## src/rtl/enc_gen_pkg.sv

```systemverilog
// Shared types and default widths for the quadrature-encoder pulse generator.
package enc_gen_pkg;

  localparam int unsigned DEF_HALF_W  = 32;
  localparam int unsigned DEF_PPR_W   = 16;
  localparam int unsigned DEF_REV_W   = 32;
  localparam int unsigned PULSE_CNT_W = 64;

  typedef enum logic [1:0] {
    ST_IDLE,
    ST_RUN,
    ST_DONE
  } state_t;

endpackage

```

## src/rtl/enc_tick_div.sv

```systemverilog
// Loadable down-counter: 1-cycle tick while at terminal count, then auto-reload.
// The first interval uses load_val, every later one reload_val.
module enc_tick_div #(
  parameter int unsigned W = 32
) (
  input  logic         clk,
  input  logic         rst_n,
  input  logic         load,
  input  logic         en,
  input  logic [W-1:0] load_val,
  input  logic [W-1:0] reload_val,
  output logic         tick
);

  logic [W-1:0] cnt_q;

  assign tick = en && (cnt_q == '0);

  always_ff @(posedge clk) begin
    if (!rst_n) begin
      cnt_q <= '0;
    end else if (load) begin
      cnt_q <= load_val;
    end else if (en) begin
      if (cnt_q == '0) cnt_q <= reload_val;
      else             cnt_q <= cnt_q - W'(1);
    end
  end

endmodule

```

## src/rtl/enc_pulse_gen.sv

```systemverilog
// Quadrature-encoder emulator: A pulse train, Z index, optional B channel.
// Optional feature: define ENC_GEN_QUAD_B_EN for the 90-degree lagging B output.
module enc_pulse_gen
  import enc_gen_pkg::*;
#(
  parameter int unsigned HALF_W = DEF_HALF_W,
  parameter int unsigned PPR_W  = DEF_PPR_W,
  parameter int unsigned REV_W  = DEF_REV_W
) (
  input  logic                   CLK,
  input  logic                   I_RST_N,
  input  logic                   I_START,
  input  logic                   I_STOP,
  input  logic [HALF_W-1:0]      I_HALF_PERIOD,
  input  logic [PPR_W-1:0]       I_PPR,
  input  logic [REV_W-1:0]       I_NUM_REV,
  output logic                   O_A,
  output logic                   O_B,
  output logic                   O_Z,
  output logic                   O_BUSY,
  output logic                   O_DONE,
  output logic                   O_ERR,
  output logic [PULSE_CNT_W-1:0] O_PULSE_CNT
);

  state_t                 state;
  logic [PPR_W-1:0]       ppr_q;
  logic [PPR_W-1:0]       idx_q;
  logic [REV_W-1:0]       nrev_q;
  logic [REV_W-1:0]       rev_q;
  logic [HALF_W-1:0]      reload_q;
  logic [PULSE_CNT_W-1:0] cnt_q;
  logic                   a_q;
  logic                   z_q;
  logic                   busy_q;
  logic                   done_q;
  logic                   err_q;
  logic                   stop_pend_q;

  logic                   cfg_ok;
  logic                   start_ok;
  logic [HALF_W-1:0]      reload_nxt;
  logic                   tick;
  logic                   a_rise;
  logic                   a_fall;
  logic                   last_pulse;
  logic                   idx_wrap;
  logic                   finish;

`ifdef ENC_GEN_QUAD_B_EN
  logic b_q;
  logic b_rise;
  logic b_fall;
`endif

  always_comb begin
    cfg_ok     = 1'b0;
    reload_nxt = '0;
`ifdef ENC_GEN_QUAD_B_EN
    cfg_ok     = (I_PPR != '0) && (I_HALF_PERIOD >= HALF_W'(2)) && !I_HALF_PERIOD[0];
    reload_nxt = (I_HALF_PERIOD >> 1) - HALF_W'(1);
`else
    cfg_ok     = (I_PPR != '0) && (I_HALF_PERIOD != '0);
    reload_nxt = I_HALF_PERIOD - HALF_W'(1);
`endif
    start_ok   = (state == ST_IDLE) && I_START && cfg_ok;
  end

  // The first interval is always a full half-period so A edge timing is the same
  // with or without B; afterwards the divider ticks at quarter rate in quad mode.
  enc_tick_div #(
    .W (HALF_W)
  ) u_div (
    .clk        (CLK),
    .rst_n      (I_RST_N),
    .load       (start_ok),
    .en         (state == ST_RUN),
    .load_val   (I_HALF_PERIOD - HALF_W'(1)),
    .reload_val (reload_q),
    .tick       (tick)
  );

  always_comb begin
    a_rise = 1'b0;
    a_fall = 1'b0;
`ifdef ENC_GEN_QUAD_B_EN
    // Gray phase is carried by {A,B}: 00 -> 10 -> 11 -> 01 -> 00.
    a_rise = tick && !a_q && !b_q;
    b_rise = tick &&  a_q && !b_q;
    a_fall = tick &&  a_q &&  b_q;
    b_fall = tick && !a_q &&  b_q;
`else
    a_rise = tick && !a_q;
    a_fall = tick &&  a_q;
`endif
    idx_wrap   = (idx_q == ppr_q - PPR_W'(1));
    last_pulse = (nrev_q != '0) && (rev_q == nrev_q) && (idx_q == '0);
    // A stop while A is high waits for the fall so the last pulse is never cut.
    finish     = a_q ? (a_fall && (stop_pend_q || I_STOP || last_pulse)) : I_STOP;
  end

  always_ff @(posedge CLK) begin
    if (!I_RST_N) begin
      state       <= ST_IDLE;
      ppr_q       <= '0;
      idx_q       <= '0;
      nrev_q      <= '0;
      rev_q       <= '0;
      reload_q    <= '0;
      cnt_q       <= '0;
      a_q         <= 1'b0;
      z_q         <= 1'b0;
      busy_q      <= 1'b0;
      done_q      <= 1'b0;
      err_q       <= 1'b0;
      stop_pend_q <= 1'b0;
`ifdef ENC_GEN_QUAD_B_EN
      b_q         <= 1'b0;
`endif
    end else begin
      done_q <= 1'b0;
      err_q  <= 1'b0;
      case (state)
        ST_IDLE: begin
          if (I_START) begin
            if (cfg_ok) begin
              ppr_q       <= I_PPR;
              nrev_q      <= I_NUM_REV;
              reload_q    <= reload_nxt;
              cnt_q       <= '0;
              idx_q       <= '0;
              rev_q       <= '0;
              a_q         <= 1'b0;
              z_q         <= 1'b0;
              stop_pend_q <= 1'b0;
              busy_q      <= 1'b1;
              state       <= ST_RUN;
            end else begin
              err_q <= 1'b1;
            end
          end
        end
        ST_RUN: begin
          if (finish) begin
            a_q    <= 1'b0;
            z_q    <= 1'b0;
            busy_q <= 1'b0;
            done_q <= 1'b1;
            state  <= ST_DONE;
`ifdef ENC_GEN_QUAD_B_EN
            b_q    <= 1'b0;
`endif
          end else begin
            if (I_STOP) stop_pend_q <= 1'b1;
            if (a_rise) begin
              a_q   <= 1'b1;
              z_q   <= (idx_q == '0);
              cnt_q <= cnt_q + PULSE_CNT_W'(1);
              if (idx_wrap) begin
                idx_q <= '0;
                rev_q <= rev_q + REV_W'(1);
              end else begin
                idx_q <= idx_q + PPR_W'(1);
              end
            end
            if (a_fall) begin
              a_q <= 1'b0;
              z_q <= 1'b0;
            end
`ifdef ENC_GEN_QUAD_B_EN
            if (b_rise) b_q <= 1'b1;
            if (b_fall) b_q <= 1'b0;
`endif
          end
        end
        ST_DONE: begin
          state <= ST_IDLE;
        end
        default: begin
          state <= ST_IDLE;
        end
      endcase
    end
  end

  assign O_A         = a_q;
  assign O_Z         = z_q;
  assign O_BUSY      = busy_q;
  assign O_DONE      = done_q;
  assign O_ERR       = err_q;
  assign O_PULSE_CNT = cnt_q;
`ifdef ENC_GEN_QUAD_B_EN
  assign O_B = b_q;
`else
  assign O_B = 1'b0;
`endif

endmodule
```

## config.mk

```make
export PLATFORM = sky130hd
export DESIGN_NAME = enc_pulse_gen
export DESIGN_NICKNAME = d
export VERILOG_FILES = /design/src/rtl/enc_gen_pkg.sv /design/src/rtl/enc_tick_div.sv /design/src/rtl/enc_pulse_gen.sv
export SDC_FILE = /design/constraint.sdc
export NUM_CORES = 1
export LEC_CHECK = 0
export BUFFER_PORTS_ARGS = -buffer_cell sky130_fd_sc_hd__buf_2
export CAP_MARGIN = 20
export CELL_PAD_IN_SITES_DETAIL_PLACEMENT = 1
export CELL_PAD_IN_SITES_GLOBAL_PLACEMENT = 1
export CORE_MARGIN = 8
export CORE_UTILIZATION = 39
export CTS_CLUSTER_DIAMETER = 60
export DETAILED_ROUTE_END_ITERATION = 8
export PLACE_DENSITY_LB_ADDON = 0.25
export SYNTH_ARGS = -nofsm -noshare
export SYNTH_HDL_FRONTEND = slang
export SYNTH_SLANG_ARGS = --single-unit
```

## constraint.sdc

```tcl
create_clock -name CLK -period 3.5 [get_ports CLK]
set_input_delay 0.875 -clock CLK [delete_from_list [all_inputs] [get_ports CLK]]
set_output_delay 0.875 -clock CLK [all_outputs]
set_load 0.005 [all_outputs]
```

==> flow_metrics.tcl, run 1 <==
set metrics [dict create \
    synth_seq_cells 232 \
    min_period_over_period_pct 95.8 \
    p_leak_nw 5.79 \
    fp.dieH_microns 194 \
    cts_buffer_depth 3 \
    synth_edf_count 0 \
    instances_no_fill 2168 \
    final_layout_size_suffix_gt1_share_pct 17.2 \
    wire_per_inst_microns 17.9 \
    ys.flop_type "dfxtp_1" \
    drt_iter0_markers 512 \
    start_util_pct 39.5 \
    worstSkewPairLatency_ps 540 \
    die-width_microns 194 \
    finClkSkew_ps 14.7 \
    coreArea_sq_um 31500 \
    reg2reg_depth 9 \
    grt_pass1_vias 12514 \
    r2r-start "u_div.cnt_q[24]" \
    irDropWorstVdd_mv 0.389 \
    dr.pass1.iters 4 \
    hp-class "flip-flop to flip-flop" \
    p_per_area_nw_per_um2 448 \
    finalHoldViolCount 0 \
    syn_inst 1584 \
    place_congestion 0.810 \
    nFillCells 3848 \
    cts_tree "yes" \
    track_usage_pct 19.9 \
    dpl.cell_count 2117 \
    critPathLaunchType "flip-flop" \
    htree_levels 1 \
    drv_slew 0 \
    yosys-top-cells-count "232 x dfxtp_1, 189 x nor2_1, 183 x nand2_1, 91 x a21oi_1, 80 x clkbuf_1" \
    cts-buffers-inserted 29 \
    critPathRequiredTime_ps 3970 \
    synth.net_count 1676 \
    hold_path_end "reload_q[4]" \
    via_count 12096 \
    io_buffers 152 \
    diodes 0 \
    antenna_left 0 \
    fmax_ghz 0.298 \
    syn_to_final_growth_pct 21.3 \
    cp_max_fo 35 \
    critical_path_class "flip-flop to flip-flop" \
    rrSetupSlack_ps 150 \
    status "finished, final reports clean" \
    post-dp-hpwl_mm 29.0 \
    grt_max_degree 56 \
    r2r_end "O_PULSE_CNT[62]" \
    setup_viol 0 \
    num_rows 65 \
    nNetsFinal 1840 \
    grt_pass1_wl_mm 64.5 \
    crit_chain "or4_1, nor4_4, nand3_2, o32ai_4, o2111ai_2, buf_12, or4_4, or3_1, a21oi_1" \
    period_minus_slack_ps 3350 \
    cts_sinks 232 \
    syn_area_per_cell_sq_um 7.84 \
    critPathSlowestCell "or4_1" \
    ys_warn_count 0 \
    synth_top_area_share_pct 37.4 \
    tightest_slew_ps 767 \
    yosysMostFrequentCell "dfxtp_1" \
    hp-start "reload_q[4]" \
    syn_area_sq_um 12400 \
    end_kind "flip-flop" \
    critical_path_arrival_ps 3830 \
    routed_wirelength_mm 38.8 \
    clk_pin_slew_ps 60 \
    cp_top_family "simple AND/OR/NAND/NOR gates" \
    synth.largest_area_cell "dfxtp_1" \
    max-cap-violations 0 \
    synth_cell_types 68 \
    ys_seq_area_share_pct 37.4 \
    worst_hold_path.num_cells 1 \
    overflow 0 \
    slew_headroom_pct 48.4 \
    async_flop_share_pct 0 \
    avgViaCountPerCell 5.58 \
    timing.critical_path.buf_inv 1 \
    ctsHoldBuffers 0 \
    yosys-top-cells-area "dfxtp_1 37%, nor2_1 5.7%, nand2_1 5.5%" \
    slowest_delay_ps 640 \
    cts_root_buffer "clkbuf_16" \
    finalInstanceArea_sq_um 15100 \
    dieArea_sq_um 37800 \
    placed_cell_area_sq_um 14100 \
    ios 154 \
    cp.depth 9 \
    antenna_found_initial 0 \
    drc_errors 0 \
]
-- how the worst max path moves through the flow --
stage	start	end	slack, ps
3_3_place_gp	I_HALF_PERIOD[26]	rev_q[25]	-130
4_1_cts	u_div.cnt_q[24]	rev_q[19]	40
2_1_floorplan	I_HALF_PERIOD[26]	idx_q[1]	4
3_5_place_dp	I_HALF_PERIOD[26]	rev_q[25]	-200
5_1_grt	u_div.cnt_q[24]	O_PULSE_CNT[62]	-20
6_report	u_div.cnt_q[24]	O_PULSE_CNT[62]	150
-- layer usage --
| metal | track usage (%) | part of all wire [%] | wire length [microns] |
|---|---|---|---|
| met4 | 4.21 | 1.7 | 677 |
| met5 | 0 | 0 | 0 |
| met1 | 26.3 | 48 | 18600 |
| met2 | 33.9 | 47 | 18000 |
| met3 | 3.06 | 3.7 | 1440 |
-- kinds of logic (layout without fill, tap and decap cells) --
group,Yosys count,count (layout),synth area share (%)
other,1,1,0.0302
AOI/OAI and AO/OA,320,320,16.8
adders and majority gates,8,8,0.806
muxes,8,8,0.645
xor gates and xnor gates,147,147,10.4
DFF,232,232,37.4
buffers and inverters,138,320,4.48
and+or+nand+nor,730,730,29.5
-- sequential cells by signal, summed over array words and instances, names as in the netlist, 2 cells and up --
| name | count |
|---|---|
| ppr_q | 16 |
| state | 2 |
| u_div.cnt_q | 32 |
| O_PULSE_CNT | 64 |
| rev_q | 32 |
| reload_q | 32 |
| nrev_q | 32 |
| idx_q | 16 |
-- metrics by stage --
stage	hold slack [ps]	setup slack [ps]	setup TNS [ps]	util (%)	power [W]
after floorplan	432	4.24	0	-	0.00344
after global placement	449	-128	-4860	44.7	0.00376
after detailed placement	453	-202	-14140	44.7	0.00380
after CTS	468	36.1	0	47.7	0.00682
after global routing	484	-20.8	-40.3	47.9	0.00705
final	466	146	0	47.9	0.00675
-- cell type report --
cell class	count	area (sq um)	area share (%)
Clock inverter	10	130	0.864
Inverter	35	131	0.872
Timing Repair Buffer	236	1550	10.3
Clock buffer	39	833	5.53
Tap cell	402	503	3.34
Sequential cell	232	4640	30.8
Multi-Input combinational cell	1214	7270	48.2
-- repair_timing --
item | CTS | global route
endpoints found under the setup margin | 9 | 30
pin swaps | 0 | 1
setup buffers | 0 | 2
resized for setup | 1 | 4
-- cell usage in the layout, fill, tap and decap left out, types with 5 or more instances in the layout --
cell type,synthesis,layout
inv_1,35,35
o211ai_1,12,12
nor3_1,36,35
nand2b_1,15,14
nand2_1,183,182
buf_2,11,152
o31ai_1,15,15
o211a_1,6,5
or4_1,25,25
clkbuf_8,0,7
clkbuf_16,0,29
and2_1,16,16
clkinv_2,0,5
o22ai_1,20,20
dfxtp_1,232,232
mux2i_1,8,8
nor2b_1,9,9
or3_1,28,28
buf_12,0,13
o21a_1,12,12
a211oi_1,7,7
nor2_1,189,189
o21ai_0,62,62
a21boi_0,61,61
a21oi_1,91,91
and3_1,27,27
xor2_1,78,78
nand4_1,48,48
nand4b_1,5,5
and4_1,7,6
nand3_1,50,50
ha_1,8,8
nor4_1,67,67
xnor2_1,69,69
buf_4,2,71
-- worst reg2reg max path, cell delays in order, from the launching register on --
cell       delay [ps]
dfxtp_1           350
or4_1             640
nor4_4            400
nand3_2           180
o32ai_4           300
o2111ai_2         220
buf_12            220
or4_4             530
or3_1             320
a21oi_1           140
-- report_power, final --
group          total (W)  internal, W  switching, W
Combinational   0.000882     0.000380      0.000502
Sequential       0.00287      0.00275      0.000114
Clock            0.00300      0.00187       0.00114
Total            0.00675      0.00500       0.00175
No activity file was read; power rests on OpenSTA's default activity.
==> run 2, diff against run 1 <==
--- a/config.mk
+++ b/config.mk
@@ -6,11 +6,10 @@
 export NUM_CORES = 1
 export LEC_CHECK = 0
 export BUFFER_PORTS_ARGS = -buffer_cell sky130_fd_sc_hd__buf_2
-export CAP_MARGIN = 20
 export CELL_PAD_IN_SITES_DETAIL_PLACEMENT = 1
 export CELL_PAD_IN_SITES_GLOBAL_PLACEMENT = 1
 export CORE_MARGIN = 8
-export CORE_UTILIZATION = 39
+export CORE_UTILIZATION = 40
 export CTS_CLUSTER_DIAMETER = 60
 export DETAILED_ROUTE_END_ITERATION = 8
 export PLACE_DENSITY_LB_ADDON = 0.25
==> constraint.sdc (replaced) <==
create_clock -name CLK -period 4.1 [get_ports CLK]
set_input_delay 1.025 -clock CLK [delete_from_list [all_inputs] [get_ports CLK]]
set_output_delay 1.025 -clock CLK [all_outputs]
set_load 0.005 [all_outputs]
==> run 2 against run 1 <==
Compared with the run above: flip-flop and latch count unchanged; first-iteration DRC count grew 13%; clock skew decreased by 1.9 ps; sequential share of layout area up 0.91 points; critical path type unchanged; critical endpoint is now rev_q[10]; highest routed layer unchanged.
==> flow_metrics.tcl, run 2 (synthesized netlist as in run 1, its figures left out) <==
set metrics [dict create \
    status "finished, final reports clean" \
    critical_path_class "flip-flop to flip-flop" \
    p_int_w 0.00439 \
    track_usage_pct 19.9 \
    pwr-share-comb_pct 11.6 \
    cts-buffers-inserted 28 \
    cp-startpoint "ppr_q[0]" \
    drv_slew 0 \
    final_layout_size_suffix_gt1_share_pct 14.6 \
    drt_iter0_markers 578 \
    worstSkewPairLatency_ps 540 \
    via_count 11812 \
    ios 154 \
    critical_path_arrival_ps 4100 \
    swShare_pct 25.3 \
    max-cap-violations 0 \
    post-cts-setup-buffers 0 \
    fmax_ghz 0.275 \
    r2r-start "ppr_q[0]" \
    overflow 0 \
    finalInstanceArea_sq_um 14600 \
    coreArea_sq_um 30600 \
    worstSetupEndpoint "rev_q[10]" \
    hold_ws_ps 467 \
    routed_wirelength_mm 37.5 \
    min_period_over_period_pct 88.6 \
    p_per_area_nw_per_um2 402 \
    avgViaCountPerCell 5.58 \
    hp-class "flip-flop to flip-flop" \
    ctsHoldBuffers 0 \
    reg2reg_depth 11 \
    dieArea_sq_um 37000 \
    slowest_delay_ps 520 \
    die-width_microns 192 \
    critPathLaunchType "flip-flop" \
    antenna_found_initial 0 \
    critPathSlowestCell "or3b_2" \
    drc_errors 0 \
    p_seq_share_pct 41.6 \
    p_leak_nw 5.54 \
    grt_pass1_wl_mm 61.8 \
    cp_max_fo 30 \
    cts_root_buffer "clkbuf_16" \
    cts_tree "yes" \
    final_common_cell "dfxtp_1" \
    diodes 0 \
    grt_max_degree 106 \
    cts_sinks 232 \
    pwr-share-clk_pct 46.8 \
    wire_per_inst_microns 17.7 \
    fp.dieH_microns 192 \
    r2r_end "rev_q[10]" \
    syn_to_final_growth_pct 17.8 \
    rrSetupSlack_ps 470 \
    largest_register_ffs 64 \
    end_kind "flip-flop" \
    io_buffers 152 \
    post-dp-hpwl_mm 27.3 \
    power_switching_w 0.00149 \
    irDropWorstVdd_mv 0.302 \
    cts_resized 0 \
    critPathRequiredTime_ps 4570 \
    nNetsFinal 1794 \
    placed_cell_area_sq_um 13600 \
    setup_viol 0 \
    htree_levels 1 \
    dr.pass1.iters 4 \
    antenna_left 0 \
    hp-start "reload_q[20]" \
    num_rows 64 \
    grt_pass1_vias 12187 \
    cts_buffer_depth 3 \
    finClkSkew_ps 12.8 \
    clk_pin_slew_ps 60 \
    tightest_slew_ps 899 \
    crit_chain "inv_1, ha_1, or3b_2, nor4_1, xnor2_1, a221oi_1, and4_1, o21ai_4, buf_4, or4_1, a21oi_1" \
    start_util_pct 40.6 \
    finalHoldViolCount 0 \
    slew_headroom_pct 39.7 \
    layout_common_cells "232 x dfxtp_1, 189 x nor2_1, 182 x nand2_1" \
    place_congestion 0.828 \
    rsz0062_at_grt "no" \
    period_minus_slack_ps 3630 \
]
## run 2: worst min-delay path by stage
stage	cells after the start	end	slack, ps
finish	1	reload_q[20]	470
global placement	1	reload_q[14]	450
global route	1	reload_q[20]	470
CTS	2	reload_q[30]	470
floorplan	2	reload_q[30]	430
detailed placement	1	reload_q[20]	460
## run 2: through the flow
| stage | instances | util, % | worst slack (ps) | setup TNS (ps) | power [W] |
|---|---|---|---|---|---|
| finish | 2118 | 47.8 | 468 | 0 | 0.00588 |
| global route | 2118 | 47.8 | 179 | 0 | 0.00614 |
| CTS | 2118 | 47.8 | 462 | 0 | 0.00595 |
| detailed placement | 2068 | 44.5 | -51.6 | -415 | 0.00318 |
| global placement | 2068 | 44.5 | 46.2 | 0 | 0.00315 |
| floorplan | 1584 | - | 442 | 0 | 0.00294 |
## run 2: power by group through the flow
| stage | Sequential, W | Clock (W) | Combinational (W) |
|---|---|---|---|
| final | 0.00245 | 0.00275 | 0.000680 |
| after global routing | 0.00246 | 0.00291 | 0.000764 |
| after CTS | 0.00245 | 0.00282 | 0.000686 |
| after detailed placement | 0.00250 | 0 | 0.000682 |
| after global placement | 0.00249 | 0 | 0.000663 |
| after floorplan | 0.00246 | 0 | 0.000474 |
## run 2: critical path, delay by kind of cell, from the launching register on
kind | cells | cell delay, ps
fa+ha+maj | 1 | 370
xor+xnor | 1 | 100
simple gates | 4 | 1740
compound gates | 3 | 640
buf+inv | 2 | 330
flops | 1 | 380
## run 2: final cells by class
| type | count | area, sq um |
|---|---|---|
| Fill cell | 3807 | 16000 |
| Multi-Input combinational cell | 1214 | 7240 |
| Sequential cell | 232 | 4640 |
| Timing Repair Buffer | 191 | 1090 |
| Clock buffer | 41 | 831 |
| Tap cell | 396 | 495 |
| Clock inverter | 9 | 201 |
| Inverter | 35 | 131 |
## run 2: layer usage
layer | up-vias | share of wire, % | wire (microns) | track usage (%)
li1 | 5851 | - | - | -
met1 | 5752 | 48 | 17900 | 26.5
met2 | 163 | 47 | 17600 | 33.7
met3 | 46 | 3.3 | 1230 | 2.36
met4 | 0 | 1.9 | 711 | 4.85
met5 | - | 0 | 0 | 0
==> run 3, diff against run 2 <==
--- a/config.mk
+++ b/config.mk
@@ -8,6 +8,7 @@
 export BUFFER_PORTS_ARGS = -buffer_cell sky130_fd_sc_hd__buf_2
 export CELL_PAD_IN_SITES_DETAIL_PLACEMENT = 1
 export CELL_PAD_IN_SITES_GLOBAL_PLACEMENT = 1
+export CORE_ASPECT_RATIO = 1.5
 export CORE_MARGIN = 8
 export CORE_UTILIZATION = 40
 export CTS_CLUSTER_DIAMETER = 60
==> run 3 against run 2 <==
Compared with the run above: cell area down 1.0%; die area up 0.32%; sequential share of layout area up 0.33 points; first-iteration DRC count down 33%; utilization down 0.88 points; non-clock buffer count up 2; sequential power about the same; critical path type unchanged; largest cell class unchanged.
==> flow_metrics.tcl, run 3 (synthesized netlist as in run 1, its figures left out) <==
set metrics [dict create \
    routed_wirelength_mm 39.3 \
    cts_buffer_depth 3 \
    crit_chain "and4_1, and4_1, nand4_1, nor4_1, o2111ai_2, or4_4, or3_1, a21oi_1" \
    nNetsFinal 1793 \
    slew_headroom_pct 31.6 \
    coreArea_sq_um 30800 \
    critical_path_arrival_ps 4170 \
    rrSetupSlack_ps 370 \
    antenna_found_initial 0 \
    min_period_over_period_pct 90.9 \
    finalHoldViolCount 0 \
    drc_errors 0 \
    grt_pass1_vias 12804 \
    overflow 0 \
    wire_per_inst_microns 18.5 \
    cts_sinks 232 \
    io_buffers 152 \
    dr.pass1.iters 4 \
    cts-buffers-inserted 25 \
    timing.final.ws_setup_ps 373 \
    fp.dieH_microns 232 \
    ctsHoldBuffers 0 \
    setup_viol 0 \
    finalInstanceArea_sq_um 14500 \
    critPathLaunchType "flip-flop" \
    timing.critical_path.mode_cell "and4_1" \
    p_total_w 0.00545 \
    critical_path_class "flip-flop to flip-flop" \
    rsz0062_at_grt "no" \
    cp-startpoint "O_PULSE_CNT[3]" \
    period_minus_slack_ps 3730 \
    cts_root_buffer "clkbuf_16" \
    post-dp-hpwl_mm 29.0 \
    via_count 11912 \
    final_common_cell "dfxtp_1" \
    cts_tree "yes" \
    layout_common_cells "232 x dfxtp_1, 189 x nor2_1, 182 x nand2_1" \
    drv_slew 0 \
    syn_to_final_growth_pct 16.6 \
    grt_max_degree 108 \
    avgViaCountPerCell 5.61 \
    worstSetupEndpoint "O_PULSE_CNT[62]" \
    critPathRequiredTime_ps 4550 \
    hp-class "flip-flop to flip-flop" \
    max-cap-violations 0 \
    die-width_microns 160 \
    dpl.cell_count 2079 \
    fmax_ghz 0.268 \
    instances_no_fill 2123 \
    drt_iter0_markers 390 \
    placed_cell_area_sq_um 13700 \
    end_kind "flip-flop" \
    place_ws_ps -17.7 \
    final_layout_size_suffix_gt1_share_pct 14.5 \
    clk_pin_slew_ps 60 \
    p_leak_nw 5.48 \
    antenna_left 0 \
    slowest_delay_ps 680 \
    tightest_slew_ps 1020 \
    start_util_pct 40.3 \
    status "finished, final reports clean" \
    critPathSlowestCell "nor4_1" \
    place_congestion 0.795 \
    p_per_area_nw_per_um2 377 \
    worstSkewPairLatency_ps 540 \
    diodes 0 \
    nFillCells 3849 \
    num_rows 79 \
    ios 154 \
    cp_max_fo 8 \
    reg2reg_depth 8 \
    dieArea_sq_um 37100 \
    irDropWorstVdd_mv 0.237 \
    r2r_end "O_PULSE_CNT[62]" \
    r2r-start "O_PULSE_CNT[3]" \
    post-cts-setup-buffers 0 \
    cts_resized 0 \
    finClkSkew_ps 14.2 \
    htree_levels 1 \
    largest_register_ffs 64 \
    track_usage_pct 20.8 \
    grt_pass1_wl_mm 64.7 \
]
-- run 3: final cells by class --
cell class / instances / area (sq um) / area share [%]
Multi-Input combinational cell: 1214 / 7240 / 50.0
Clock inverter: 8 / 90.1 / 0.622
Tap cell: 405 / 507 / 3.50
Clock buffer: 36 / 727 / 5.02
Sequential cell: 232 / 4640 / 32.1
Inverter: 35 / 131 / 0.907
Timing Repair Buffer: 193 / 1140 / 7.90
-- run 3: per-stage QoR --
stage	TNS, ps	hold slack, ps	utilization [%]
after floorplan	0	432	-
after global placement	0	443	44.3
after detailed placement	-39.1	452	44.3
after CTS	0	467	47.0
after global routing	0	496	47.0
final	0	462	47.0
-- run 3: how the worst min path moves through the flow --
stage	start	cells after the start	end	slack [ps]
final	reload_q[14]	1	reload_q[14]	460
after global routing	reload_q[30]	2	reload_q[30]	500
after global placement	reload_q[14]	1	reload_q[14]	440
after CTS	reload_q[14]	1	reload_q[14]	470
after floorplan	reload_q[30]	2	reload_q[30]	430
after detailed placement	reload_q[14]	1	reload_q[14]	450
-- run 3: layer usage --
metal	wire length, microns	GRT usage, %
met1	15600	21.8
met2	20800	40.2
met3	1440	3.42
met4	1530	8.88
met5	0	0
-- run 3: power breakdown --
part | total [W] | internal [W] | switching (W)
registers | 0.00245 | 0.00235 | 0.0000967
logic | 0.000705 | 0.000281 | 0.000424
clock network | 0.00230 | 0.00135 | 0.000952
-- run 3: critical path: cells and delay by family, from the launching register on --
family / cells / cell delay, ps
AND/OR/NAND/NOR: 6 / 2480
AO/OA/AOI/OAI: 2 / 720
flip-flops: 1 / 440
